==> src/rtl/ov7670_frame_capture.sv <==
// OV7670 frame-capture engine.
// Locks onto VSYNC frame boundaries, decodes 1- or 2-byte pixels, clips to the
// framebuffer geometry and emits registered framebuffer write strobes.
//
// state     | meaning
// ----------+--------------------------------------------------------------
// S_IDLE    | waiting for start; clears clip on leaving
// S_SYNC    | waiting for vsync high so a frame already in flight is skipped
// S_ARMED   | in vertical blanking, waiting for vsync low to begin a frame
// S_CAPTURE | decoding href/d into pixel writes until the next vsync rise

module ov7670_frame_capture #(
    parameter int ADDR_W   = 17,
    parameter int PIX_W    = 2,
    parameter int BPP      = 2,
    parameter int BYTE_SEL = 0,
    parameter int H_PIXELS = 320,
    parameter int V_LINES  = 240
) (
    input  logic              pclk_12,
    input  logic              reset_n,
    input  logic              start,
    input  logic              single,
    input  logic              vsync,
    input  logic              href,
    input  logic [7:0]        d,
    output logic [ADDR_W-1:0] addr,
    output logic [PIX_W-1:0]  dout,
    output logic              we,
    output logic              busy,
    output logic              frame_done,
    output logic [7:0]        frame_count,
    output logic              clip
);

    localparam int ROW_W = $clog2(V_LINES + 1);

    localparam logic [ADDR_W-1:0] H_A      = ADDR_W'(H_PIXELS);
    localparam logic [ROW_W-1:0]  V_R      = ROW_W'(V_LINES);
    localparam logic              PH_SEL   = 1'(BYTE_SEL);
    localparam logic              PH_LAST  = 1'(BPP - 1);

    // Geometry and pixel-format sanity checks at elaboration.
    if (longint'(H_PIXELS) * longint'(V_LINES) > (longint'(1) << ADDR_W)) begin : g_geom_err
        $error("ov7670_frame_capture: H_PIXELS*V_LINES exceeds 2**ADDR_W");
    end
    if (BPP < 1 || BPP > 2) begin : g_bpp_err
        $error("ov7670_frame_capture: BPP must be 1 or 2");
    end
    if (BYTE_SEL < 0 || BYTE_SEL >= BPP) begin : g_sel_err
        $error("ov7670_frame_capture: BYTE_SEL must be in 0..BPP-1");
    end
    if (PIX_W < 1 || PIX_W > 8) begin : g_pixw_err
        $error("ov7670_frame_capture: PIX_W must be in 1..8");
    end

    typedef enum logic [1:0] {
        S_IDLE,
        S_SYNC,
        S_ARMED,
        S_CAPTURE
    } state_t;

    state_t              state;
    logic                single_q;
    logic                href_q;
    logic                vsync_q;
    logic                phase;
    logic [ADDR_W-1:0]   col;
    logic [ADDR_W-1:0]   line_base;
    logic [ROW_W-1:0]    row;

    // Capture FSM with all outputs and pixel/line counters registered.
    always_ff @(posedge pclk_12) begin
        if (!reset_n) begin
            state       <= S_IDLE;
            single_q    <= 1'b0;
            href_q      <= 1'b0;
            vsync_q     <= 1'b0;
            phase       <= 1'b0;
            col         <= '0;
            line_base   <= '0;
            row         <= '0;
            addr        <= '0;
            dout        <= '0;
            we          <= 1'b0;
            busy        <= 1'b0;
            frame_done  <= 1'b0;
            frame_count <= 8'd0;
            clip        <= 1'b0;
        end else begin
            href_q     <= href;
            vsync_q    <= vsync;
            we         <= 1'b0;
            frame_done <= 1'b0;

            case (state)
                S_IDLE: begin
                    if (start) begin
                        state <= S_SYNC;
                        busy  <= 1'b1;
                        clip  <= 1'b0;
                    end
                end

                S_SYNC: begin
                    if (vsync) begin
                        state    <= S_ARMED;
                        single_q <= single;
                    end
                end

                S_ARMED: begin
                    if (!vsync) begin
                        state     <= S_CAPTURE;
                        col       <= '0;
                        row       <= '0;
                        line_base <= '0;
                        phase     <= 1'b0;
                    end
                end

                S_CAPTURE: begin
                    if (vsync && !vsync_q) begin
                        frame_done  <= 1'b1;
                        frame_count <= frame_count + 8'd1;
                        if (single_q || !start) begin
                            state <= S_IDLE;
                            busy  <= 1'b0;
                        end else begin
                            state    <= S_ARMED;
                            single_q <= single;
                        end
                    end else if (!vsync) begin
                        if (href) begin
                            phase <= (phase == PH_LAST) ? 1'b0 : phase + 1'b1;
                            if (phase == PH_SEL) begin
                                if (col < H_A && row < V_R) begin
                                    we   <= 1'b1;
                                    dout <= PIX_W'(d >> (8 - PIX_W));
                                    addr <= line_base + col;
                                end else begin
                                    clip <= 1'b1;
                                end
                                if (col != H_A) begin
                                    col <= col + 1'b1;
                                end
                            end
                        end else if (href_q) begin
                            // End of line: later lines keep their base even if this one was short.
                            if (row < V_R) begin
                                row       <= row + 1'b1;
                                line_base <= line_base + H_A;
                            end
                            col   <= '0;
                            phase <= 1'b0;
                        end
                    end
                end

                default: begin
                    state <= S_IDLE;
                    busy  <= 1'b0;
                end
            endcase
        end
    end

endmodule
==> config.mk <==
export PLATFORM = sky130hd
export DESIGN_NAME = ov7670_frame_capture
export DESIGN_NICKNAME = d
export VERILOG_FILES = /design/src/rtl/ov7670_frame_capture.sv
export SDC_FILE = /design/constraint.sdc
export NUM_CORES = 1
export LEC_CHECK = 0
export CAP_MARGIN = 20
export CORE_MARGIN = 5
export CORE_UTILIZATION = 50
export DETAILED_ROUTE_END_ITERATION = 6
export PLACE_DENSITY = 0.74
export SETUP_SLACK_MARGIN = 0.15
export SLEW_MARGIN = 20
export SYNTH_ARGS = -nofsm -noshare
export SYNTH_HDL_FRONTEND = slang
export SYNTH_SLANG_ARGS = --single-unit
==> constraint.sdc <==
create_clock -name pclk_12 -period 2.7 [get_ports pclk_12]
set_clock_uncertainty 0.1 [all_clocks]
set_input_delay 0.54 -clock pclk_12 [delete_from_list [all_inputs] [get_ports pclk_12]]
set_output_delay 0.54 -clock pclk_12 [all_outputs]
set_load 0.05 [all_outputs]
==> summary.md <==
| Metric | Value |
|---|---|
| Number of buffers added on ports | `38` |
| Global-route wire length before repair | `14100 µm` |
| Post-layout net count | `506` |
| Final Slew Violations | `0` |
| Worst setup path startpoint | `href` |
| Clock root buffer | `sky130_fd_sc_hd__clkbuf_8` |
| DRC Markers | `0` |
| Required time at the endpoint of the critical path | `2870 ps` |
| Final hold vios | `0` |
| Per-cell via count in the routed design | `roughly 5.6` |
| Number of rows created at floorplan | `30` |
| Number of iterations in the first detailed-routing pass | `4` |
| Clock tree from TritonCTS | `yes` |
| Critical path capture point type | `flop` |
| Total setup violations reported at the end of the flow | `0` |
| Max Clk Rate | `about 420 MHz` |
| Cell Pwr Density | `475 mW/mm²` |
| Most common library cell in the layout ignoring fill and taps | `sky130_fd_sc_hd__dfxtp_1` |
| Effective utilization at floorplan | `51.9%` |
| Post-layout utilization of the core | `between 60% and 70%` |
| Worst Setup Path Type | `primary input to flop` |
| Post-synthesis share of cell area spent on full adders, half adders and majority gates | `5.29%` |
| Slew at the pin closest to its max-slew limit | `a little under 600 ps` |
| Global routing usage summed across all routing layers | `19.9%` |
| Detail-routed net length per standard cell | `14.3 µm` |
| Unrepaired setup endpoints after global routing | `false` |
| Fin worst setup slack | `301 ps` |
| Floorplan die width | `94.2 µm` |
| Internal Pwr Total | `0.00155 W` |
| Dominant combinational cell family by area after synthesis | `simple AND/OR/NAND/NOR gates` |
| HPWL after detailed placement | `6000 µm` |
| Leakage power | `between 1.5 and 2 nW` |
| Final worst path period need | `between 2000 and 2500 ps` |
| Mean area per synthesized cell | `~8.3 µm²` |
| Die footprint | `between 0.008 and 0.009 mm²` |
| Part of the Yosys area used for sequential elements | `41.2%` |
| Total congestion overflow | `0` |
| Worst slew slack as a fraction of its limit | `around 60%` |
| P&R area growth vs syn | `21.5%` |
| Nets in the synthesized netlist | `457` |
| Clock buffer count from CTS | `9` |
| Flop and latch count out of synthesis | `73` |
| Post-CTS sizing | `0` |
| Post-synthesis simple-gate area fraction | `26.2%` |
| Final-layout fill cell count | `619` |
| Portion of total power attributed to the clock network | `slightly above 40%` |
| Ports placed on the boundary | `45` |
| CTS H-tree depth | `3` |
| Origin of the worst min-delay path | `addr[10]` |
| Maximum VDD drop | `about 0.26 mV` |
| Sw Pwr | `0.000493 W` |
| Post-CTS Hold Fix Bufs | `0` |
| XOR/XNOR Fraction of Synth Area | `5.93%` |
| Total inserted antenna cells | `0` |
| Part of the power in combinational logic | `5.3%` |
| Result of the run | `complete, no violations` |
| CP Max Fanout | `8` |
| Synth Area in Compound Gates | `between 10% and 20%` |
| Post-synth design cell area | `0.00354 mm²` |
| Library cells used by synthesis | `47` |
| Number of global-route vias before repair | `between 2000 and 3000` |
| Post-Synthesis Cells | `428` |
| Sink Count | `73` |
| Commonest cells after routing, fill and taps aside | `sky130_fd_sc_hd__dfxtp_1 (73), sky130_fd_sc_hd__nand2_1 (47), sky130_fd_sc_hd__a21oi_1 (43)` |
| Nature of the critical path startpoint | `primary input` |
| Layout cells sized above 1 | `under 10%` |
| Final worst-path cycle share | `roughly nine tenths` |
| Switching share of power | `around a quarter` |
| Synth Flop Type | `sky130_fd_sc_hd__dfxtp_1` |
| Antenna violations before repair | `0` |
| Clock network latency to the later pin of the worst-skew pair | `350 ps` |
| Share of total power in sequential cells | `between 50% and 60%` |
| Total number of vias | `3253` |
| Data arrival time at the worst-slack endpoint | `between 2000 and 3000 ps` |
| Count of flip-flops with a built-in enable after synthesis | `0` |
| Clock-pin slew on the worst setup and hold paths | `70 ps` |
| Core Box Area | `approximately 0.007 mm²` |
| Hold crit path type | `flop to flop` |
| Maximum number of pins on one net before global-route repair | `39` |
| Post-synth ARST share | `0%` |
| Height of the die | `~94 µm` |
| Launch instance of the worst register-to-register path | `col[12]` |
| Setup bufs post-CTS | `0` |
| Mux share of post-synthesis cell area | `0.847%` |
| Drt first-iter violations | `168` |
| Placement-stage worst setup slack | `-31.1 ps` |
| Wire length after detailed routing | `~8300 µm` |
| Total power of the final layout | `0.00204 W` |
| Total of max-cap violations | `0` |
| Synth Warn # | `0` |
| Clock Path Buffers | `2` |
| Count of antenna-violating nets left after detailed routing | `0` |
| Routability congestion estimate | `around 0.9` |
[logic make-up (layout without fill, tap and decap cells)]
group	count (synthesis)	in the layout
compound gates	103	103
xor+xnor	24	24
fa+ha+maj	15	15
buf+inv	30	84
flops	73	73
mux	3	3
simple gates	180	180
[worst paths after layout]
kind | to | slack (ps) | depth (start not counted)
worst max register to register | addr[9] | 450 | 6
worst min register to register | addr[10] | 350 | 2
worst min-delay path | addr[10] | 350 | 2
worst max-delay path | col[10] | 300 | 6
[sequential cells by signal, indices dropped and copies added, names as in the netlist, 2 cells and up]
register,flops
addr,17
col,17
line_base,11
frame_count,8
row,8
dout,2
state,2
[power by group through the flow]
stage	combinational (W)	sequential, W	clock (W)
2_1_floorplan	0.0000549	0.00112	0
3_3_place_gp	0.000105	0.00112	0
3_5_place_dp	0.000107	0.00112	0
4_1_cts	0.000108	0.00109	0.000865
5_1_grt	0.000117	0.00110	0.000915
6_report	0.000108	0.00109	0.000843
[stage by stage]
step | std cells | hold WS, ps | cell area [µm²] | setup TNS, ps
finish | 578 | 350 | 4310 | 0
global route | 578 | 380 | 4310 | 0
CTS | 578 | 354 | 4310 | 0
detailed placement | 562 | 344 | 4110 | -71.6
global placement | 562 | 338 | 4110 | 0
floorplan | 428 | 329 | 3540 | 0
[critical path, stage by stage]
cell	delay, ps
sky130_fd_sc_hd__clkdlybuf4s50_1	530
sky130_fd_sc_hd__nand2b_1	250
sky130_fd_sc_hd__a31oi_2	310
sky130_fd_sc_hd__o21ai_1	260
sky130_fd_sc_hd__or4_1	520
sky130_fd_sc_hd__a21oi_1	160
[layer usage]
layer,GRT usage (%),share of wire (%)
met5,0,0
met4,6.50,1.5
met3,5.45,5.2
met2,31.5,46
met1,26.3,47
[area by class of cell]
cell class | instances | area (µm²) | share of cell area (%)
inverter | 10 | 37.5 | 0.871
multi-input combinational | 325 | 1960 | 45.6
tap | 96 | 120 | 2.79
sequential | 73 | 1460 | 33.9
clock buffer | 9 | 124 | 2.88
timing repair buffer | 58 | 531 | 12.3
clock inverter | 7 | 71.3 | 1.66
[cells in the mapped netlist (2+ instances only)]
cell type / n / share of area, %
sky130_fd_sc_hd__nor3b_1: 2 / 0.42
sky130_fd_sc_hd__nand2b_1: 6 / 1.1
sky130_fd_sc_hd__nand2_1: 47 / 5.0
sky130_fd_sc_hd__inv_1: 10 / 1.1
sky130_fd_sc_hd__nand3_1: 16 / 2.3
sky130_fd_sc_hd__dfxtp_1: 73 / 41
sky130_fd_sc_hd__nor4_1: 2 / 0.35
sky130_fd_sc_hd__a21o_1: 4 / 0.85
sky130_fd_sc_hd__mux2i_1: 3 / 0.85
sky130_fd_sc_hd__o31ai_1: 3 / 0.64
sky130_fd_sc_hd__nor3_1: 5 / 0.71
sky130_fd_sc_hd__and3_1: 8 / 1.4
sky130_fd_sc_hd__o21ai_1: 3 / 0.42
sky130_fd_sc_hd__buf_2: 6 / 0.85
sky130_fd_sc_hd__o211ai_1: 5 / 1.1
sky130_fd_sc_hd__o21ai_0: 25 / 3.5
sky130_fd_sc_hd__and2_1: 8 / 1.4
sky130_fd_sc_hd__or3_1: 13 / 2.3
sky130_fd_sc_hd__or4_1: 9 / 1.9
sky130_fd_sc_hd__a211oi_1: 4 / 0.85
sky130_fd_sc_hd__nand4b_1: 3 / 0.74
sky130_fd_sc_hd__nand4_1: 14 / 2.5
sky130_fd_sc_hd__o21a_1: 2 / 0.42
sky130_fd_sc_hd__xor2_1: 18 / 4.4
sky130_fd_sc_hd__and4_1: 2 / 0.49
sky130_fd_sc_hd__ha_1: 15 / 5.3
sky130_fd_sc_hd__nor2_1: 38 / 4.0
sky130_fd_sc_hd__clkbuf_1: 14 / 1.5
sky130_fd_sc_hd__o2111ai_1: 2 / 0.49
sky130_fd_sc_hd__a31oi_1: 4 / 0.71
sky130_fd_sc_hd__xnor2_1: 6 / 1.5
sky130_fd_sc_hd__a21oi_1: 43 / 6.1
(Power assumes the default switching activity.)
==> patch 1, RTL diff (same settings) <==
Make the reset (`reset_n`) asynchronous in one clocked block.
--- a/src/rtl/ov7670_frame_capture.sv
+++ b/src/rtl/ov7670_frame_capture.sv
@@ -72,5 +72,5 @@
 
     // Capture FSM with all outputs and pixel/line counters registered.
-    always_ff @(posedge pclk_12) begin
+    always_ff @(posedge pclk_12 or negedge reset_n) begin
         if (!reset_n) begin
             state       <= S_IDLE;
Behaviour: differs if reset_n is asserted again (counterexample within 4 cycles, from zero or initial values and one cycle with reset_n low); with reset_n held inactive, the same outputs for 4 cycles.
==> patch 1 against the original RTL <==
  * Fmax grew 4.3%
  * Register-to-register slack lost 0.05 ns
  * Sequential share of layout area grew 6.6 points
  * Count of clock-buffer cells in the layout grew 4
  * Wire length shrank 6.6%
  * Sequential cell count is the same
  * Synthesized area grew 7.0%
  * Design area grew 4.7%
  * Setup slack gained 0.10 ns
  * Synthesized cell count shrank 15%
  * Critical path type is now reg -> reg
Power is not compared: it rests on default switching activity, and its combinational part moved more than twofold at a synthesized area within 25%.
==> patch 1: results (changes against the original RTL) <==
- The run finished with clean final reports.
- The worst hold path belongs to the class in -> async.
- After synthesis, the cell types taking the most area are dfrtp_1 (48%), xnor2_1 (6.7%), mux2_2 (5.9%), ha_1 (4.9%), nand2_1 (3.2%).
- The largest registers in the layout are addr x17, col x17, line_base x11.
- The reg2reg setup slack is 0.40 ns (-0.05 ns).
- The number of nets in the final layout came to 439 (-13%).
- The total via count in the routed design is 2860 (-12%).
- The share of async-settable or async-resettable flops after synthesis is 1.000 (+1.000).
- The largest fanout on the critical path is 6 (-2).
- The fraction of final layout cells with drive strength greater than 1 is 0.1325 (+0.05369).
- The number of cells after detailed placement is 498 (-11%).
- The initial DRC count is 73 (-57%).
- The final cell count without fillers was 514 (-11%).
- After synthesis, the most frequently instantiated cells are dfrtp_1 (73), nand2_1 (32), nor2_1 (32).
- The post-synth net total came to 391 (-14%).
- The largest buffer count on any clock path came to 2 (unchanged).
- The maximum number of pins on one net before global-route repair is 41 (+5.1%).
- The global placement routability congestion was 0.8951 (+2.1%).
- The headroom to the max-slew limit is 0.3868 (-0.2175).
- The sequential element share of the synthesized area is 0.4817 (+0.06941).
- The synthesized cell area was 3792 um^2 (+7.0%).
- The number of antenna violations at the first check in global routing came to 0 (unchanged).
- The later pin in the worst-skew pair is clocked with a latency of 0.34 ns.
- The fill cell instance count of the final layout is 573 (-7.4%).
- The global-route usage over all layers was 0.1691 (-0.03037).
- The arrival time at the worst endpoint is 2.43 ns (-0.14 ns).
- The static leakage is 0.001995 uW.
- The final HPWL from detailed placement is 5488 um (-8.6%).
- The unique cell type count in the Yosys netlist is 50 (+6.4%).
- The post-synthesis average cell area is 10.48 um^2 (+26%).
- The routed wire length per instance came to 15.05 um (+5.0%).
- The number of levels in the clock H-tree is 3 (unchanged).
- The wire length of the first global-routing pass came to 13130 um (-6.6%).
- VDD sags by at most roughly 700 uV.
patch 1: cell types whose count changed after synthesis, moves of 12 or more:
cell      delta
dfrtp_1     +73
dfxtp_1     -73
a21oi_1     -30
xnor2_1     +23
mux2_2      +20
nand2_1     -15
clkbuf_1    -12
patch 1: worst paths after layout:
| kind | to | start |
|---|---|---|
| max | addr[16] | col[7] |
| min | dout[0] | reset_n |
| max reg2reg | addr[16] | col[7] |
| min reg2reg | frame_count[7] | frame_count[7] |
| max in group asynchronous | addr[7] | reset_n |
| min in group pclk_12 | frame_count[7] | frame_count[7] |
patch 1: where the power goes:
group | total [uW] | switching [uW] | internal [uW] | leakage (uW)
Combinational | 1210 | 763 | 449 | 0.000912
Clock | 839 | 389 | 451 | 0.0000974
Sequential | 1480 | 207 | 1270 | 0.000986
Total | 3530 | 1360 | 2170 | 0.00199
patch 1: kinds of logic (layout without fill, tap and decap cells):
| kind of cell | Yosys count | count (layout) | synth area share |
|---|---|---|---|
| buf+inv | 21 | 74 | 0.02738 |
| simple gates | 141 | 141 | 0.2029 |
| mux | 20 | 20 | 0.05939 |
| flops | 73 | 73 | 0.4817 |
| fa+ha+maj | 15 | 15 | 0.04949 |
| compound gates | 53 | 53 | 0.08908 |
| xor+xnor | 39 | 39 | 0.09007 |
patch 1: per-stage QoR:
| stage | hold slack (ns) | util | worst slack (ns) | area (um^2) |
|---|---|---|---|---|
| 6_report | 0.2363 | 0.6151 | 0.4012 | 4509 |
| 5_1_grt | 0.3062 | 0.6151 | 0.2562 | 4509 |
| 4_1_cts | 0.2551 | 0.6151 | 0.4064 | 4509 |
| 3_5_place_dp | 0.3632 | 0.5894 | 0.1872 | 4320 |
| 2_1_floorplan | 0.1444 | - | 0.6665 | 3792 |
| 3_3_place_gp | 0.3594 | 0.5894 | 0.2082 | 4320 |
patch 1: per-layer routing:
metal / vias to the layer above / GRT usage / share of wire
met5: - / 0 / 0
met1: 1389 / 0.2162 / 0.48
met4: 0 / 0.08207 / 0.020
li1: 1392 / - / -
met2: 62 / 0.2696 / 0.47
met3: 17 / 0.03948 / 0.038
patch 1: worst max-delay path: stages, from the launching register on:
cell	delay, ns
dfrtp_1	0.45
ha_1	0.36
a211oi_1	0.34
o21ai_0	0.23
a211oi_1	0.33
xnor2_1	0.12
mux2_2	0.26
patch 1: area by class of cell:
cell class                 instances  area share
timing repair buffer              46      0.1021
sequential                        73      0.4051
clock inverter                     3    0.008879
inverter                          12    0.009989
tap                               99     0.02747
multi-input combinational        268      0.4134
clock buffer                      13     0.03302
==> patch 2, RTL diff (same flow settings) <==
Made on the original files. The parameter `ADDR_W` goes from 17 to 25.
--- a/src/rtl/ov7670_frame_capture.sv
+++ b/src/rtl/ov7670_frame_capture.sv
@@ -11,5 +11,5 @@
 
 module ov7670_frame_capture #(
-    parameter int ADDR_W   = 17,
+    parameter int ADDR_W   = 25,
     parameter int PIX_W    = 2,
     parameter int BPP      = 2,
Interface: changed (resized addr); port bits go from 45 to 53. No check against the original RTL was run, so the function may have changed too.
==> patch 2 against the original RTL <==
  * Sequential cell count grew 24
  * Synthesized area grew 43%
  * Core utilization shrank 0.64 points
  * Wire length grew 50%
  * Critical endpoint is now addr[20]
  * Setup slack lost 0.083 ns
  * Design area grew 42%
  * Total power grew 28%
==> patch 2: results (changes against the original RTL) <==
- The number of cells traversed by the worst hold path is 2 (unchanged).
- The worst hold-check path type is reg -> reg.
- The number of warning messages in the yosys log is 0 (unchanged).
- The length of the first detailed-routing pass in iterations is 4 (unchanged).
- The number of antenna repair diodes is 0 (unchanged).
- The reg2reg setup slack is 0.22 ns (-0.23 ns).
- The buffer type at the clock tree root is clkbuf_8.
- The highest cell delay on the worst timing path is 0.40 ns (-0.13 ns).
- The final HPWL from detailed placement was 9355 um (+56%).
- The instance area after placement is 5874 um^2 (+43%).
- The via count of the first global-routing pass is 4487 (+52%).
- The unique cell type count in the Yosys netlist is 59 (+26%).
- The maximum VDD drop was 277.1 uV (+7.2%).
- The path depth of the worst reg2reg path was 8 (+2).
- The number of nets in the final layout is 723 (+43%).
- By count the netlist is led by dfxtp_1 (97), nor2_1 (73), nand2_1 (62).
- The post-CTS clock slew at the launch and capture registers of the worst setup and hold paths was 0.09 ns (+0.02 ns).
- The initial DRC count came to 238 (+42%).
- The latest clock arrival within the worst-skew pair is 0.37 ns (+0.02 ns).
- The largest buffer count on any clock path came to 2 (unchanged).
- The per-cell via count in the routed design is 5.674 (+0.82%).
- The headroom to the max-slew limit is 0.6430 (+0.03873).
- The sequential element share of the synthesized area is 0.3829 (-0.02936).
- The post-synth net total was 655 (+43%).
- On the critical path, the stage with the largest delay is an instance of ha_1.
- The aggregate routed wire length is 12400 um (+50%).
- The number of antenna violations at the first check in global routing is 0 (unchanged).
- The global placement routability congestion is 0.9323 (+6.4%).
- The number of clock sinks came to 97 (+33%).
- The fraction of the mapped netlist area in adder cells came to 0.05922 (+0.006268).
- The number of buffers inserted by port buffering came to 46 (+21%).
- The maximum number of pins on one net before global-route repair is 33 (-15%).
- The number of levels in the clock H-tree is 3 (unchanged).
- The static leakage is 0.002219 uW (+42%).
- The wire length of the first global-routing pass is 20800 um (+48%).
- The dominant synthesized flop cell is dfxtp_1.
- The largest registers in the layout are addr x25, col x25, line_base x19.
- The largest delay contributor family on the critical path is compound AO/OA/AOI/OAI gates.
- The flow ran to the end, and the final reports show no timing, DRC or antenna violations.
- The fraction of final layout cells with drive strength greater than 1 came to 0.1058 (+0.02696).
- After synthesis, the cell types taking the most area are dfxtp_1 (38%), ha_1 (5.9%), nor2_1 (5.4%), xnor2_1 (5.2%), a21oi_1 (4.8%).
- The multiplexer share of the synthesized area is 0.01258 (+0.004112).
- The xor/xnor share of the synthesized area is 0.09326 (+0.03396).
- The fraction of the mapped netlist area in compound gates is 0.1660 (-0.005147).
- The global-route usage over all layers was 0.2017 (+0.002245).
- The number of buffers added by the clock tree synthesis step is 9 (unchanged).
- The largest fanout on the critical path came to 6 (-2).
- The arrival time at the worst endpoint was 2.68 ns (+0.11 ns).
- The share of async-settable or async-resettable flops after synthesis is 0 (unchanged).
-- patch 2: worst paths after layout --
path            start  endpoint
max            col[9]  addr[20]
min          addr[12]  addr[12]
min reg2reg  addr[12]  addr[12]
max reg2reg    col[9]  addr[20]
-- patch 2: where the power goes --
part,switching [uW],internal [uW],total [uW]
combinational,82.7,50.6,133
clock,511,525,1040
sequential,11.7,1440,1450
total,605,2020,2620
-- patch 2: cell type report --
| class | count | area, um^2 |
|---|---|---|
| fillers | 894 | 3690 |
| multi-input cells | 477 | 2990 |
| flip-flops and latches | 97 | 1946 |
| repair buffers | 85 | 753.2 |
| well taps | 133 | 166.4 |
| clock buffers | 10 | 127.6 |
| clock inverters | 6 | 90.09 |
| inverters | 15 | 56.30 |
-- patch 2: worst register-to-register path: stages (launching register included) --
cell	delay [ns]
dfxtp_2	0.37
ha_1	0.40
o21ai_0	0.18
a211oi_1	0.29
a211oi_1	0.11
buf_4	0.16
a211oi_1	0.31
mux2_2	0.37
o22ai_1	0.12
-- patch 2: layer usage --
layer  vias to the layer above  GRT usage  routed length [um]
met2                       101     0.3451                5986
li1                       2348          -                   -
met1                      2195     0.2378                5468
met3                        26    0.04913                 509
met4                         0    0.09195                 432
met5                         -          0                   0
-- patch 2: per-stage QoR --
| step | hold slack (ns) | std cells | utilization | setup WS, ns | TNS (ns) |
|---|---|---|---|---|---|
| 2_1_floorplan | 0.3323 | 617 | - | 0.2840 | 0 |
| 5_1_grt | 0.3796 | 823 | 0.6242 | 0.1326 | 0 |
| 4_1_cts | 0.3611 | 823 | 0.6216 | 0.1631 | 0 |
| 3_3_place_gp | 0.3417 | 807 | 0.5982 | -0.2324 | -2.688 |
| 6_report | 0.3556 | 823 | 0.6242 | 0.2184 | 0 |
| 3_5_place_dp | 0.3470 | 807 | 0.5982 | -0.3097 | -4.322 |
-- patch 2: cell families (layout without fill, tap and decap cells) --
group | Yosys count | in the layout
other cells | 1 | 1
flops | 97 | 97
compound gates | 134 | 134
xor+xnor | 54 | 54
simple gates | 258 | 258
mux | 6 | 6
buf+inv | 43 | 116
fa+ha+maj | 24 | 24
-- patch 2: timing repair --
action | CTS | global route
pin swaps | 0 | 2
buffers inserted | 0 | 0
gates resized for setup | 4 | 9
endpoints found under the setup margin | 18 | 18
